**src/rtl/seg_unscan.sv**
```systemverilog
// seg_unscan: rebuilds a static per-digit image from a multiplexed
// seven-segment bus. A digit is latched after a stable one-hot dwell.
// Each latched digit is decoded to hex, and complete frames are flagged.

// One digit slot: holds the latched raw byte and its hex decode.
module seg_unscan_lane (
    input  logic       clk,
    input  logic       rst,
    input  logic       wr_en,
    input  logic [7:0] data,
    output logic [7:0] code,
    output logic [3:0] val,
    output logic       known,
    output logic       valid
);

    // Decode bits [6:0] to {known, val}. The dp bit is ignored.
    function automatic logic [4:0] decode(input logic [6:0] s);
        case (s)
            7'h3F: decode = {1'b1, 4'h0};
            7'h06: decode = {1'b1, 4'h1};
            7'h5B: decode = {1'b1, 4'h2};
            7'h4F: decode = {1'b1, 4'h3};
            7'h66: decode = {1'b1, 4'h4};
            7'h6D: decode = {1'b1, 4'h5};
            7'h7D: decode = {1'b1, 4'h6};
            7'h07: decode = {1'b1, 4'h7};
            7'h7F: decode = {1'b1, 4'h8};
            7'h6F: decode = {1'b1, 4'h9};
            7'h77: decode = {1'b1, 4'hA};
            7'h7C: decode = {1'b1, 4'hB};
            7'h39: decode = {1'b1, 4'hC};
            7'h5E: decode = {1'b1, 4'hD};
            7'h79: decode = {1'b1, 4'hE};
            7'h71: decode = {1'b1, 4'hF};
            default: decode = 5'h00;
        endcase
    endfunction

    logic [4:0] dec;
    assign dec = decode(data[6:0]);

    // Capture the byte and its decode when this digit's dwell completes.
    always_ff @(posedge clk) begin
        if (rst) begin
            code  <= '0;
            val   <= '0;
            known <= 1'b0;
            valid <= 1'b0;
        end else if (wr_en) begin
            code  <= data;
            val   <= dec[3:0];
            known <= dec[4];
            valid <= 1'b1;
        end
    end

endmodule

module seg_unscan #(
    parameter int DIGITS     = 6,
    parameter int STABLE_CNT = 4
) (
    input  logic                  clk,
    input  logic                  rst,
    input  logic [DIGITS-1:0]     seg_sel_n,
    input  logic [7:0]            seg_data,
    output logic [8*DIGITS-1:0]   digit_code,
    output logic [4*DIGITS-1:0]   digit_val,
    output logic [DIGITS-1:0]     digit_known,
    output logic [DIGITS-1:0]     digit_valid,
    output logic                  frame_done,
    output logic                  sel_err
);

    // The counter saturates at CNT_MAX. Arriving there from CNT_ARM is the single latch point.
    localparam logic [7:0] CNT_MAX = 8'(STABLE_CNT - 1);
    localparam logic [7:0] CNT_ARM = 8'(STABLE_CNT - 2);

    logic [DIGITS-1:0] r_sel;
    logic [7:0]        r_data;
    logic [7:0]        cnt;
    logic [DIGITS-1:0] seen;

    logic [DIGITS-1:0] sel;
    logic              one_hot;
    logic              multi;
    logic              stable;
    logic              latch;
    logic [DIGITS-1:0] wr_en;
    logic [DIGITS-1:0] seen_nxt;
    logic              complete;

    logic [DIGITS-1:0][7:0] lane_code;
    logic [DIGITS-1:0][3:0] lane_val;

    // Classify the raw pins and decide whether this edge latches a digit.
    always_comb begin
        sel      = ~seg_sel_n;
        one_hot  = (sel != '0) && ((sel & (sel - DIGITS'(1))) == '0);
        multi    = (sel != '0) && !one_hot;
        stable   = one_hot && (seg_sel_n == r_sel) && (seg_data == r_data);
        latch    = stable && (cnt == CNT_ARM);
        wr_en    = latch ? sel : '0;
        seen_nxt = seen | wr_en;
        complete = latch && (&seen_nxt);
    end

    // Input registers, dwell counter, frame tracking and error pulse.
    always_ff @(posedge clk) begin
        if (rst) begin
            r_sel      <= '1;
            r_data     <= '0;
            cnt        <= '0;
            seen       <= '0;
            frame_done <= 1'b0;
            sel_err    <= 1'b0;
        end else begin
            r_sel      <= seg_sel_n;
            r_data     <= seg_data;
            if (stable)
                cnt <= (cnt == CNT_MAX) ? cnt : cnt + 8'd1;
            else
                cnt <= '0;
            seen       <= complete ? '0 : seen_nxt;
            frame_done <= complete;
            sel_err    <= multi;
        end
    end

    // The latched byte equals the pins on a stable edge, so r_data is written.
    for (genvar i = 0; i < DIGITS; i++) begin : g_lane
        seg_unscan_lane u_lane (
            .clk   (clk),
            .rst   (rst),
            .wr_en (wr_en[i]),
            .data  (r_data),
            .code  (lane_code[i]),
            .val   (lane_val[i]),
            .known (digit_known[i]),
            .valid (digit_valid[i])
        );
    end

    assign digit_code = lane_code;
    assign digit_val  = lane_val;

endmodule

```
**config.mk**
```make
export PLATFORM = sky130hd
export DESIGN_NAME = seg_unscan
export DESIGN_NICKNAME = d
export VERILOG_FILES = /design/src/rtl/seg_unscan.sv
export SDC_FILE = /design/constraint.sdc
export NUM_CORES = 1
export LEC_CHECK = 0
export BUFFER_PORTS_ARGS = -buffer_cell sky130_fd_sc_hd__buf_2
export CAP_MARGIN = 30
export CORE_MARGIN = 2
export CORE_UTILIZATION = 55
export CTS_CLUSTER_SIZE = 14
export DETAILED_ROUTE_END_ITERATION = 8
export PLACE_DENSITY = 0.86
export SLEW_MARGIN = 20
export SYNTH_ARGS = -nofsm -noshare
export SYNTH_HDL_FRONTEND = slang
export SYNTH_SLANG_ARGS = --single-unit
export TNS_END_PERCENT = 1
```
**constraint.sdc**
```tcl
create_clock -name clk -period 3.4 [get_ports clk]
set_clock_uncertainty 0.1 [all_clocks]
set_input_delay 0.68 -clock clk [delete_from_list [all_inputs] [get_ports clk]]
set_output_delay 0.68 -clock clk [all_outputs]
set_load 0.01 [all_outputs]
```
==> impl_metrics.py <==
metrics = {
    "outcome": {
        "run_status": "finished, final reports clean",
    },
    "yosys": {
        "synth.yosys.seq_area_share_pct": 44.7,
        "flip_flop_and_latch_count_after_synthesis": 114,
        "primary_flip_flop_cell_chosen_by_synthesis_mapping": "dfxtp_1",
        "post_synthesis_net_count": 545,
        "avg_inst_size_synth_um2": 9.68,
        "synthesis.instances": 527,
        "synth_area_um2": 5100,
        "number_of_enable_type_register_cells_in_the_synthesized_netlist": 0,
        "synth.top_cells.by_area": "dfxtp_1, mux2i_1, a31o_1, nor4_1, nand2_1",
        "synth_top_area_cell": "dfxtp_1",
        "top_cell_type_s_share_of_synthesized_area_pct": 44.7,
        "synthesis.yosys.warnings": 0,
        "synth_cell_type_count": 59,
        "synthArstFlopShare_pct": 0,
    },
    "floorplanning": {
        "floorplan.initialDensity_pct": 56.0,
        "fp.coreArea_um2": 9110,
        "site_rows": 35,
        "die_x_um": 100,
        "floorplan_die_area_um2": 10100,
        "floorplan.die.height_um": 100,
        "ios": 102,
    },
    "timing": {
        "period_share_pct": 83.0,
        "unrepaired_setup_endpoints_after_global_routing": "no",
        "fmax_ghz": 0.355,
        "totalNegativeSetupSlack_ns": 0,
        "final.min_clock_period_ns": 2.82,
        "worst_slew_pin_slew_ns": 0.866,
        "final_max_slew_viol_count": 0,
        "slew-limit-headroom_pct": 41.8,
        "timing.hold.ws_ns": 0.311,
        "timing.final.hold_violations": 0,
        "timing.final.setup_violations": 0,
    },
    "final_layout": {
        "finalInstanceArea_um2": 6160,
        "finish.utilization_pct": 67.6,
        "drive_gt1_share_pct": 29.0,
        "nets": 618,
        "area.growth.synth_to_final_pct": 20.7,
        "layout_common_cells": "dfxtp_1, buf_2, nand2_1, nor4_1, mux2i_1",
        "antenna_cells": 0,
        "final_common_cell": "dfxtp_1",
    },
    "clocking": {
        "cts-root-buf": "clkbuf_8",
        "clock-sinks": 114,
        "insertion_delay_ns": 0.53,
        "post_cts_hold_buffer_count": 0,
        "numCtsBuffers": 17,
        "maximum_root_to_sink_buffer_count": 2,
        "h-tree-depth": 4,
        "cts_repair_resize_count": 0,
        "clk_pin_slew_worst_paths_ns": 0.06,
        "number_of_setup_buffers_added_after_cts": 0,
        "tritoncts": "done",
    },
    "place": {
        "detailed_place.area_um2": 5580,
        "dp.final_hpwl_um": 8980,
        "io_buffers": 101,
        "gp_congestion": 0.877,
    },
    "critical_path": {
        "timing.critical_path.to_type": "flop",
        "critPathLaunchType": "flop",
        "cp_max_fo": 44,
        "arrival_ns": 3.14,
        "worst-endpoint-required_ns": 3.72,
        "worst-setup-path-type": "reg -> reg",
    },
    "routing": {
        "met2_wirelength_um": 6600,
        "postRouteWirelength_um": 13800,
        "first_iter_violations": 454,
        "route.met3.wl_um": 926,
        "num_vias": 4469,
        "post-route-drc-count": 0,
        "highest_layer": "met4",
        "first_pass_iters": 6,
        "wire_length_per_cell_um": 19.1,
        "viasPerCell": 6.17,
        "detail_route.wirelength.met1_um": 5820,
        "detail-route-antenna-nets": 0,
    },
    "pwr": {
        "total_power_mw": 3.28,
        "leakage_nw": 2.52,
        "power_density_nw_per_um2": 533,
        "ir_drop_v": 0.000263,
    },
    "global_route": {
        "track_usage_pct": 27.3,
        "globalRoute.totalOverflow": 0,
        "grt_pass1_vias": 4250,
        "pin_count_of_the_biggest_net_entering_global_routing": 45,
        "grt_pass1_wl_um": 21300,
        "antenna_found_initial": 0,
    },
    "min_path": {
        "worstHoldPathType": "in -> reg",
    },
    "run": {
        "maxCapViolCount": 0,
    },
}
[report_power, final]
part	internal, mW	leakage [nW]	switching, mW
clock	1.06	0.279	0.698
sequential	1.35	0.922	0.0189
combinational	0.0516	1.32	0.108
[area by class of cell]
class                           count  area (um^2)
Fill cell                         672         2950
Multi-Input combinational cell    344         2500
Sequential cell                   114         2280
Timing Repair Buffer              116          631
Clock buffer                       17          414
Clock inverter                     15          169
Tap cell                          111          139
Inverter                            7         26.3
[stage by stage]
stage / cells / worst slack, ns
floorplan: 527 / 0.782
global placement: 692 / 0.508
detailed placement: 692 / 0.419
CTS: 724 / 0.630
global route: 724 / 0.492
finish: 724 / 0.579
[flip-flops by register name (all words and copies together) (netlist names)]
signal               cells
cnt                      8
frame_done               1
g_lane.u_lane.code      48
g_lane.u_lane.known      6
g_lane.u_lane.val       24
g_lane.u_lane.valid      6
r_data                   8
r_sel                    6
seen                     6
sel_err                  1
[path summary, 6_finish.rpt]
check                          startpoint                       end  slack [ns]  cells after the start
setup reg to reg                r_data[1]  g_lane[3].u_lane.code[4]        0.58                      6
hold reg to reg   g_lane[1].u_lane.val[1]   g_lane[1].u_lane.val[1]        0.35                      2
hold / removal                seg_data[4]                 r_data[4]        0.31                      2
setup / recovery                r_data[1]  g_lane[3].u_lane.code[4]        0.58                      6
[worst max-delay path, stage by stage (launching register included)]
cell,delay (ns)
dfxtp_1,0.64
xnor2_1,0.24
nand4_2,0.17
or4_1,0.61
buf_12,0.21
or3_1,0.47
a31o_1,0.27
[cells by family after synthesis]
logic type / after synthesis / share of synthesized area [%]
and+or+nand+nor: 189 / 22.8
DFF: 114 / 44.7
muxes: 32 / 6.28
xor gates and xnor gates: 23 / 4.09
adders and majority gates: 3 / 0.686
AOI/OAI and AO/OA: 97 / 14.9
buffers and inverters: 69 / 6.50
[synthesized netlist by cell type, drive strengths merged, types with 2 or more instances]
master	instances
o21a	12
mux2i	32
o21ai	5
nand3	10
o211a	2
nor3b	2
xor2	4
ha	2
buf	30
and4b	4
a31o	42
or3	3
nor4	44
nor4b	9
nand4b	2
and4	3
nor3	3
nand4	8
nand2b	3
or4	2
dfxtp	114
inv	7
nand2	53
a41oi	3
nor2b	9
or4b	2
clkbuf	32
xnor2	19
a21oi	8
a211oi	8
and3	5
a31oi	9
nor2	18
or2	4
[layer usage]
| layer | vias to the layer above | global-route usage (%) |
|---|---|---|
| met2 | 201 | 43.5 |
| met5 | - | 0 |
| li1 | 2078 | - |
| met1 | 2140 | 34.5 |
| met3 | 50 | 7.94 |
| met4 | 0 | 11.9 |
No activity file was read; power rests on OpenSTA's default activity.
